--- config.mk ---
export PLATFORM = sky130hd
export DESIGN_NAME = traffic_light_monitor_flat
export DESIGN_NICKNAME = d
export VERILOG_FILES = /design/src/rtl/traffic_mon_pkg.sv /design/src/rtl/traffic_light_monitor_if.sv /design/src/rtl/sat_tic_counter.sv /design/src/rtl/traffic_light_monitor.sv /design/src/flat_wrapper.sv
export SDC_FILE = /design/constraint.sdc
export NUM_CORES = 1
export LEC_CHECK = 0
export CAP_MARGIN = 25
export CELL_PAD_IN_SITES_DETAIL_PLACEMENT = 1
export CELL_PAD_IN_SITES_GLOBAL_PLACEMENT = 2
export CORE_MARGIN = 4
export CORE_UTILIZATION = 30
export DETAILED_ROUTE_END_ITERATION = 16
export PLACE_DENSITY_LB_ADDON = 0.1
export SKIP_CTS_REPAIR_TIMING = 1
export SYNTH_ARGS = -nofsm -noshare
export SYNTH_HDL_FRONTEND = slang
export SYNTH_HIERARCHICAL = 1
export SYNTH_SLANG_ARGS = --single-unit
--- constraint.sdc ---
create_clock -name clock -period 11.4 [get_ports clock]
set_clock_uncertainty 0.1 [all_clocks]
set_input_delay 2.28 -clock clock [delete_from_list [all_inputs] [get_ports clock]]
set_output_delay 2.28 -clock clock [all_outputs]
set_load 0.01 [all_outputs]
--- src/rtl/traffic_mon_pkg.sv ---
// Shared types and decode helpers for the traffic-light monitor.
// Phase encoding, legal successor function and lamp-to-phase decode.
package traffic_mon_pkg;

    typedef enum logic [1:0] {
        PH_NONE  = 2'd0,
        PH_RED   = 2'd1,
        PH_GREEN = 2'd2,
        PH_AMBER = 2'd3
    } phase_t;

    function automatic phase_t next_phase(input phase_t p);
        case (p)
            PH_RED:   next_phase = PH_GREEN;
            PH_GREEN: next_phase = PH_AMBER;
            PH_AMBER: next_phase = PH_RED;
            default:  next_phase = PH_NONE;
        endcase
    endfunction

    // Only a single lit lamp maps to a colour; dark or overlap maps to NONE.
    function automatic phase_t lamps_to_phase(input logic r, input logic a, input logic g);
        case ({r, a, g})
            3'b100:  lamps_to_phase = PH_RED;
            3'b010:  lamps_to_phase = PH_AMBER;
            3'b001:  lamps_to_phase = PH_GREEN;
            default: lamps_to_phase = PH_NONE;
        endcase
    endfunction

    function automatic logic multi_lamp(input logic r, input logic a, input logic g);
        multi_lamp = (r & a) | (r & g) | (a & g);
    endfunction

endpackage

--- src/rtl/traffic_light_monitor_if.sv ---
// Lamp inputs and monitor result bundle; master drives lamps, slave is the monitor.
interface traffic_light_monitor_if #(
    parameter int unsigned CNT_W = 32'd32
);
    import traffic_mon_pkg::*;

    logic             red;
    logic             amber;
    logic             green;
    phase_t           phase;
    logic             phase_done;
    phase_t           done_phase;
    logic [CNT_W-1:0] measured_tics;
    logic             time_err;
    logic             seq_err;
    logic             overlap_err;
    logic             dark_err;

    modport master (
        output red, amber, green,
        input  phase, phase_done, done_phase, measured_tics,
        input  time_err, seq_err, overlap_err, dark_err
    );

    modport slave (
        input  red, amber, green,
        output phase, phase_done, done_phase, measured_tics,
        output time_err, seq_err, overlap_err, dark_err
    );

endinterface

--- src/rtl/sat_tic_counter.sv ---
// Saturating tic counter with clear / load-one / increment controls.
module sat_tic_counter #(
    parameter int unsigned CNT_W = 32'd32
) (
    input  logic             clock,
    input  logic             reset,
    input  logic             clear,
    input  logic             load1,
    input  logic             inc,
    output logic [CNT_W-1:0] count
);

    // Priority: clear, then load1, then increment (holding at all-ones).
    always_ff @(posedge clock) begin
        if (reset) begin
            count <= {CNT_W{1'b0}};
        end else if (clear) begin
            count <= {CNT_W{1'b0}};
        end else if (load1) begin
            count <= CNT_W'(1);
        end else if (inc && (count != {CNT_W{1'b1}})) begin
            count <= count + CNT_W'(1);
        end else begin
            count <= count;
        end
    end

endmodule

--- src/rtl/traffic_light_monitor.sv ---
// Passive checker of red->green->amber->red sequencing and phase durations.
// Optional dark watchdog enabled by defining TRAFFIC_MON_WATCHDOG_EN.
module traffic_light_monitor
    import traffic_mon_pkg::*;
#(
    parameter int unsigned RED_TICS   = 32'd350,
    parameter int unsigned GREEN_TICS = 32'd200,
    parameter int unsigned AMBER_TICS = 32'd30,
    parameter int unsigned TOL        = 32'd0,
    parameter int unsigned CNT_W      = 32'd32,
    parameter int unsigned DARK_MAX   = 32'd2
) (
    input  logic                   clock,
    input  logic                   reset,
    traffic_light_monitor_if.slave mon
);

    localparam int unsigned WW = CNT_W + 32'd1;

    phase_t           state_r, state_s;
    phase_t           exp_r, exp_s;
    phase_t           lit_s;
    phase_t           done_phase_r;
    logic             multi_s, done_s, seq_bad_s, time_bad_s, dark_hit_s;
    logic             cnt_clear_s, cnt_load1_s, cnt_inc_s;
    logic [CNT_W-1:0] cnt_s, measured_r;
    logic [WW-1:0]    meas_w_s, exp_w_s, diff_s;
    logic             phase_done_r, time_err_r, seq_err_r, overlap_err_r, dark_err_r;

    assign lit_s     = lamps_to_phase(mon.red, mon.amber, mon.green);
    assign multi_s   = multi_lamp(mon.red, mon.amber, mon.green);
    assign done_s    = (state_r != PH_NONE) && !multi_s && (lit_s != state_r);
    // exp_r == NONE means unsynchronised: the next entered colour is not checked.
    assign seq_bad_s = !multi_s && (lit_s != PH_NONE) && (lit_s != state_r) &&
                       (exp_r != PH_NONE) && (lit_s != exp_r);

    sat_tic_counter #(.CNT_W(CNT_W)) u_phase_cnt (
        .clock (clock),
        .reset (reset),
        .clear (cnt_clear_s),
        .load1 (cnt_load1_s),
        .inc   (cnt_inc_s),
        .count (cnt_s)
    );

`ifdef TRAFFIC_MON_WATCHDOG_EN
    logic [CNT_W-1:0] dark_cnt_s;
    logic             dark_sync_s;

    assign dark_sync_s = !multi_s && (lit_s == PH_NONE) && (exp_r != PH_NONE);
    assign dark_hit_s  = dark_sync_s && (dark_cnt_s >= CNT_W'(DARK_MAX));

    sat_tic_counter #(.CNT_W(CNT_W)) u_dark_cnt (
        .clock (clock),
        .reset (reset),
        .clear (!dark_sync_s || dark_hit_s),
        .load1 (1'b0),
        .inc   (1'b1),
        .count (dark_cnt_s)
    );
`else
    assign dark_hit_s = 1'b0;
`endif

    // Next phase, expected successor and phase-counter control.
    always_comb begin
        state_s     = state_r;
        exp_s       = exp_r;
        cnt_clear_s = 1'b0;
        cnt_load1_s = 1'b0;
        cnt_inc_s   = 1'b0;
        if (multi_s) begin
            state_s     = PH_NONE;
            exp_s       = PH_NONE;
            cnt_clear_s = 1'b1;
        end else if (lit_s == PH_NONE) begin
            state_s     = PH_NONE;
            cnt_clear_s = 1'b1;
            exp_s       = dark_hit_s ? PH_NONE : exp_r;
        end else if (lit_s == state_r) begin
            cnt_inc_s   = 1'b1;
        end else begin
            state_s     = lit_s;
            cnt_load1_s = 1'b1;
            exp_s       = seq_bad_s ? PH_NONE : next_phase(lit_s);
        end
    end

    // Duration check at one extra bit so the difference never wraps.
    always_comb begin
        case (state_r)
            PH_RED:   exp_w_s = WW'(RED_TICS);
            PH_GREEN: exp_w_s = WW'(GREEN_TICS);
            PH_AMBER: exp_w_s = WW'(AMBER_TICS);
            default:  exp_w_s = {WW{1'b0}};
        endcase
        meas_w_s = {1'b0, cnt_s};
        if (meas_w_s >= exp_w_s) begin
            diff_s = meas_w_s - exp_w_s;
        end else begin
            diff_s = exp_w_s - meas_w_s;
        end
        time_bad_s = (diff_s > WW'(TOL));
    end

    // State and registered result outputs.
    always_ff @(posedge clock) begin
        if (reset) begin
            state_r       <= PH_NONE;
            exp_r         <= PH_NONE;
            phase_done_r  <= 1'b0;
            done_phase_r  <= PH_NONE;
            measured_r    <= {CNT_W{1'b0}};
            time_err_r    <= 1'b0;
            seq_err_r     <= 1'b0;
            overlap_err_r <= 1'b0;
            dark_err_r    <= 1'b0;
        end else begin
            state_r       <= state_s;
            exp_r         <= exp_s;
            phase_done_r  <= done_s;
            done_phase_r  <= done_s ? state_r : done_phase_r;
            measured_r    <= done_s ? cnt_s : measured_r;
            time_err_r    <= done_s && time_bad_s;
            seq_err_r     <= seq_bad_s;
            overlap_err_r <= multi_s;
            dark_err_r    <= dark_hit_s;
        end
    end

    assign mon.phase         = state_r;
    assign mon.phase_done    = phase_done_r;
    assign mon.done_phase    = done_phase_r;
    assign mon.measured_tics = measured_r;
    assign mon.time_err      = time_err_r;
    assign mon.seq_err       = seq_err_r;
    assign mon.overlap_err   = overlap_err_r;
    assign mon.dark_err      = dark_err_r;

endmodule

--- src/flat_wrapper.sv ---
// flat-port wrapper written by rule: the top's interface ports become plain ports
module traffic_light_monitor_flat import traffic_mon_pkg::*;
#(
    parameter int unsigned RED_TICS   = 32'd350,
    parameter int unsigned GREEN_TICS = 32'd200,
    parameter int unsigned AMBER_TICS = 32'd30,
    parameter int unsigned TOL        = 32'd0,
    parameter int unsigned CNT_W      = 32'd32,
    parameter int unsigned DARK_MAX   = 32'd2
)
  (clock, reset, mon_red, mon_amber, mon_green, mon_phase, mon_phase_done, mon_done_phase, mon_measured_tics, mon_time_err, mon_seq_err, mon_overlap_err, mon_dark_err);
  traffic_light_monitor_if #(.CNT_W(CNT_W)) mon_i ();
  input  logic clock;
  input  logic reset;
  input wire logic [$bits(mon_i.red)-1:0] mon_red;
  input wire logic [$bits(mon_i.amber)-1:0] mon_amber;
  input wire logic [$bits(mon_i.green)-1:0] mon_green;
  output wire logic [$bits(mon_i.phase)-1:0] mon_phase;
  output wire logic [$bits(mon_i.phase_done)-1:0] mon_phase_done;
  output wire logic [$bits(mon_i.done_phase)-1:0] mon_done_phase;
  output wire logic [$bits(mon_i.measured_tics)-1:0] mon_measured_tics;
  output wire logic [$bits(mon_i.time_err)-1:0] mon_time_err;
  output wire logic [$bits(mon_i.seq_err)-1:0] mon_seq_err;
  output wire logic [$bits(mon_i.overlap_err)-1:0] mon_overlap_err;
  output wire logic [$bits(mon_i.dark_err)-1:0] mon_dark_err;
  assign mon_i.red = mon_red;
  assign mon_i.amber = mon_amber;
  assign mon_i.green = mon_green;
  assign mon_phase = mon_i.phase;
  assign mon_phase_done = mon_i.phase_done;
  assign mon_done_phase = mon_i.done_phase;
  assign mon_measured_tics = mon_i.measured_tics;
  assign mon_time_err = mon_i.time_err;
  assign mon_seq_err = mon_i.seq_err;
  assign mon_overlap_err = mon_i.overlap_err;
  assign mon_dark_err = mon_i.dark_err;
  traffic_light_monitor #(.RED_TICS(RED_TICS), .GREEN_TICS(GREEN_TICS), .AMBER_TICS(AMBER_TICS), .TOL(TOL), .CNT_W(CNT_W), .DARK_MAX(DARK_MAX)) u_core (.clock(clock), .reset(reset), .mon(mon_i));
endmodule
After elaboration in Yosys (flattened, before gate mapping) --
Cells that the tools add are included.
Cells by class: $add $sub $neg 3, order comparisons 2, equal/unequal tests 13, muxes and demuxes 15, bitwise logic cells 7, reduce and logical (&&, ||, !) cells 19
Operators with widths (number):
- greater-than comparator 33 x 1 -> 1 bit, second input constant | 1
- two-way mux 33 bit | 1
- subtractor 32 x 9 -> 33 bit | 1
- subtractor 9 x 32 -> 33 bit | 1
- adder 32 x 1 -> 32 bit, second input constant | 1
- >= comparator 32 x 9 -> 1 bit | 1
- inequality test 32 bit, second input constant | 1
- case mux 9 bit (3 select lines) | 1
- case mux 2 bit (3 select lines) | 2
- two-way mux 1 bit | 10
- == test 2 bit, second input constant | 4
- logical AND 1 bit | 8
- nonzero test 2 bit | 4
- OR reduction 3 bit | 2
- == test 2 x 1 -> 1 bit, second input constant | 2
- inequality test 2 bit | 2
- OR reduction 2 bit | 2
- bitwise AND 1 bit | 3
- == test 3 x 1 -> 1 bit, second input constant | 1
- == test 3 x 2 -> 1 bit, second input constant | 1
- == test 3 bit, second input constant | 1
- == test 2 bit | 1
- zero test 2 bit | 1
- two-way mux 2 bit | 1
- other kinds (4) | 6
Word-level totals: bits in registers 74, bits of input ports 5, output and inout port bits 41, logic and storage cells 69

Longest topological paths before layout --
depth in word-level cells 9, gate-level depth with buffers 15, mapped depth without buffers 14

Modules after synthesis --
Netlist, hierarchy kept.
By module, submodules not included:
- traffic_light_monitor | instances 1, cells an instance 354, area an instance 2860.2 sq um, sequential area each 840.8 sq um
- sat_tic_counter | instances 1, cells an instance 198, area an instance 1749.2 sq um, sequential area each 640.6 sq um

Least setup slack after synthesis --
Ideal clock, no wire load.
path type input -> register, from in mon_green, to reg u_core.u_phase_cnt.count[27], library setup time 116 ps, arrival 4561 ps, data required time 11184 ps, path slack 6623 ps, cell stages on the path 11, buffers on the path 0, cells stage by stage xor2_1 nor2b_1 inv_1 ha_1 or2_2 nor2_1 and2_1 nand4_1 a2111oi_4 a31oi_1 a41o_1
On the way: elaborated cells on any way between the ends 20, classes of those cells 4 x eq/ne; 9 x mux; 4 x bitwise; 3 x reduce/logical
RTL lines:
- from (decl) | RTL line flat_wrapper.sv:17 | input wire logic [$bits(mon_i.green)-1:0] mon_green;
- == test 3 x 1 -> 1 bit, or another cell as far along | RTL line traffic_mon_pkg.sv:23 | case ({r, a, g})
- case mux 2 bit (3 select lines) | RTL line traffic_mon_pkg.sv:23
- zero test 2 bit | RTL line traffic_light_monitor.sv:76 | end else if (lit_s == PH_NONE) begin
- two-way mux 1 bit | RTL line traffic_light_monitor.sv:76
- two-way mux 1 bit (*) | RTL line traffic_light_monitor.sv:72 | if (multi_s) begin
- named net u_core.cnt_clear_s | RTL line traffic_light_monitor.sv:25 | logic cnt_clear_s, cnt_load1_s, cnt_inc_s;
- OR reduction 3 bit (no line) (*)
- to (signal assigned) | RTL line sat_tic_counter.sv:18 | count <= {CNT_W{1'b0}};
- to (signal assigned) | RTL line sat_tic_counter.sv:22 | count <= count + CNT_W'(1);
- to (signal assigned) | RTL line sat_tic_counter.sv:24 | count <= count;
- to (decl) | RTL line sat_tic_counter.sv:10 | output logic [CNT_W-1:0] count
Mark *: on every way through the listed nets, which the timed path passes. The rest lies on a longest branch. A chain may end at the register's enable or synchronous reset.

Worst setup path in the final report --
from in mon_amber, to reg u_core.u_phase_cnt.count[31]
On the way: elaborated cells on any way between the ends 20, classes of those cells 4 x eq/ne; 9 x mux; 4 x bitwise; 3 x reduce/logical
RTL lines:
- from (decl) | RTL line flat_wrapper.sv:16 | input wire logic [$bits(mon_i.amber)-1:0] mon_amber;
- == test 3 x 1 -> 1 bit, or another cell as far along | RTL line traffic_mon_pkg.sv:23
- case mux 2 bit (3 select lines) | RTL line traffic_mon_pkg.sv:23
- zero test 2 bit | RTL line traffic_light_monitor.sv:76
- two-way mux 1 bit | RTL line traffic_light_monitor.sv:76
- two-way mux 1 bit (*) | RTL line traffic_light_monitor.sv:72
- named net u_core.cnt_clear_s | RTL line traffic_light_monitor.sv:25
- OR reduction 3 bit (no line) (*)
Marked as above.

==> run metrics <==
CTS tree built; Syn Nets 576; final setup fails 0; crit share post-route approximately half; post-synthesis sequential area ratio 32.14%; Hold WC Path Type register to register; final core utilization between 30 and 40%; cell taking the most area after synthesis dfxtp_1; pre-CTS WS 5.421 ns; Crit Path Max Fanout 11; layout cells sized above 1 8.122%; H-tree Lvls 3; Fin. Hold Viols 0; drt wl/cell 19.59 um; Placed Cells incl. Taps around 760; row count 45; status finished clean; fin. max-slew vios 0; largest net degree at the start of global routing 43; Core Area approximately 15000 um2; setup TNS 0 ns; clk root buf clkbuf_16; Critical Path Source Type primary input; sequential share of power 41.6%; FF-to-FF setup slack 6.76 ns; Logic pwr share 11.6%; antenna violations before repair 0; Slew headroom 41.58%; top-area cell type share of the netlist area 32.14%; Clock Sinks 74; Worst-Skew Late Latency between 0.3 and 0.4 ns; Clock power frac 46.8%; Starting Density 30.43%; port bufs 44; post-DP HPWL 11.39 mm; DR vias 4271; Num CTS Buffers 9; CP arrival 5.78 ns; Pre-Repair DR Iteration Count 5; Post-synth EDFFs 0; total internal power 0.0004628 W; Pleak 2.169 nW; Critical Path RT 11.53 ns; sw frac 25.87%; DIE AREA 17410 um2; final net count 610; Netlist cell types 73; Synth Flop Type dfxtp_1; Setup WS post-layout 5.747 ns; Clock Path Buffers 2; first-pass GRT wire length 24.68 mm; Die Ht 132.0 um; vias per cell 5.483; P&R area growth vs syn 19.16%; Die W around 130 um; Ports 46; Final Non-Filler Cells between 700 and 800; Post-Syn Area 4609 um2; fin crit period 5.653 ns; Synth warnings 6; RSZ-0062 raised after global routing false; # DRC 0; max frequency roughly 0.18 GHz; vias in the first global route 4348; gr usage total roughly 18%; filler cell count about 1800; PwrDens 113.7 nW/um2; Psw between 0.00015 and 0.0002 W; initial drt markers 216; mean area per synthesized cell 8.350 um2; gpl congestion 0.8946; Max Cap Viol 0; Seq cells post-synth 74; Slew @ Worst Pin between 0.8 and 0.9 ns; kind of critical path primary input to register; grt ovf 0; Setup crit end kind register; # diodes 0; Post-synth ARST share 0%; largest cells by area after synthesis dfxtp_1 32%, nor2_1 7.0%, mux2i_1 6.1%; multi-input logic area 2900 um2; Syn Inst Count between 500 and 600; maximum vdd drop 72.74 uV; Seq. cell area roughly 1500 um2; routed wire length 15.26 mm; post-route ant nets 0; Clk pin slew, worst setup/hold paths 0.06 ns
[synthesized netlist by cell type (8+ instances only)]
| cell | instances |
|---|---|
| xnor2_1 | 20 |
| or3_1 | 8 |
| clkbuf_1 | 17 |
| inv_1 | 25 |
| mux2i_1 | 28 |
| nand2_1 | 25 |
| nand4_1 | 13 |
| dfxtp_1 | 74 |
| a21oi_1 | 32 |
| ha_1 | 18 |
| nor2_1 | 86 |
| xor2_1 | 12 |
| nand3_1 | 17 |
| a211oi_1 | 14 |
| nor3_1 | 12 |
| o21ai_0 | 9 |
[kinds of logic after synthesis]
group           after synthesis  share of synthesized area (%)
compound gates              120                          19.08
flops                        74                          32.14
fa+ha+maj                    20                          5.538
simple gates                226                          26.00
mux                          28                          6.080
buf+inv                      51                          4.995
xor+xnor                     32                          6.080
other cells                   1                        0.08136
[final timing paths]
path,to,start,depth (start not counted)
setup / recovery,u_core/u_phase_cnt/count[31],mon_amber,13
hold reg to reg,u_core/mon.measured_tics[23],u_core/mon.measured_tics[23],2
setup reg to reg,u_core/mon.time_err,u_core/mon.phase[1],14
hold / removal,u_core/mon.measured_tics[23],u_core/mon.measured_tics[23],2
[worst max-delay path, stage by stage]
cell and delay [ns]:
clkdlybuf4s50_1 0.58, xor2_1 0.18, nor2b_1 0.32, inv_1 0.13, ha_1 0.20, or2_2 0.34, nor2_1 0.12, buf_4 0.20
and2_1 0.19, nand4_1 0.25, a2111oi_4 0.60, a31oi_1 0.15, a41o_1 0.22
[flip-flops by register name, indices dropped and copies added (netlist names)]
register                  flops
u_core/mon.phase              2
u_core/mon.overlap_err        1
u_core/mon.done_phase         2
u_core/mon.time_err           1
u_core/exp_r                  2
u_core/mon.measured_tics     32
u_core/u_phase_cnt/count     32
u_core/mon.phase_done         1
u_core/mon.seq_err            1
[through the flow]
stage          instance area [um2]  hold slack (ns)  total power [W]
3_3_place_gp                  5189           0.3766        0.0003376
5_1_grt                       5493           0.4233        0.0006572
4_1_cts                       5493           0.4039        0.0006370
3_5_place_dp                  5189           0.3884        0.0003381
6_report                      5493           0.3940        0.0006244
2_1_floorplan                 4609           0.3987        0.0003171
[layout by cell type, fill, tap and decap left out, drive strengths merged, types with 5 or more instances in the layout]
cell type	count
nand2b	5
o41ai	5
nand4	14
xnor2	20
clkbuf	10
xor2	12
o21ai	9
nor2b	6
nor3	12
nand2	25
inv	26
or4	7
a21o	6
clkdlybuf4s50	44
buf	5
a21oi	32
and2	7
dfxtp	74
mux2i	28
or3	9
and4	8
a211oi	16
ha	18
nor2	87
a2111oi	6
nor4	8
nand3	18
nand3b	5
[per-layer routing]
metal  up-vias  GRT usage, %  wire length, um
li1       2075             -                -
met2        62         29.02             7253
met1      2112         23.37             7287
met5         -             0                0
met3        22         4.008              491
met4         0         4.551              228
[final cells by class]
cell class / count / area share, %
clock buffer: 10 / 4.351
sequential: 74 / 26.97
multi-input combinational: 427 / 52.80
clock inverter: 6 / 1.185
inverter: 25 / 1.708
tap: 188 / 4.282
timing repair buffer: 49 / 8.702
[power by group through the flow]
stage          combinational [W]  sequential [W]  clock (W)
2_1_floorplan          0.0000513        0.000266          0
3_5_place_dp           0.0000723        0.000266          0
4_1_cts                0.0000726        0.000260   0.000304
6_report               0.0000721        0.000260   0.000292
5_1_grt                0.0000801        0.000260   0.000317
3_3_place_gp           0.0000719        0.000266          0
Power figures use the tool's default switching activity.
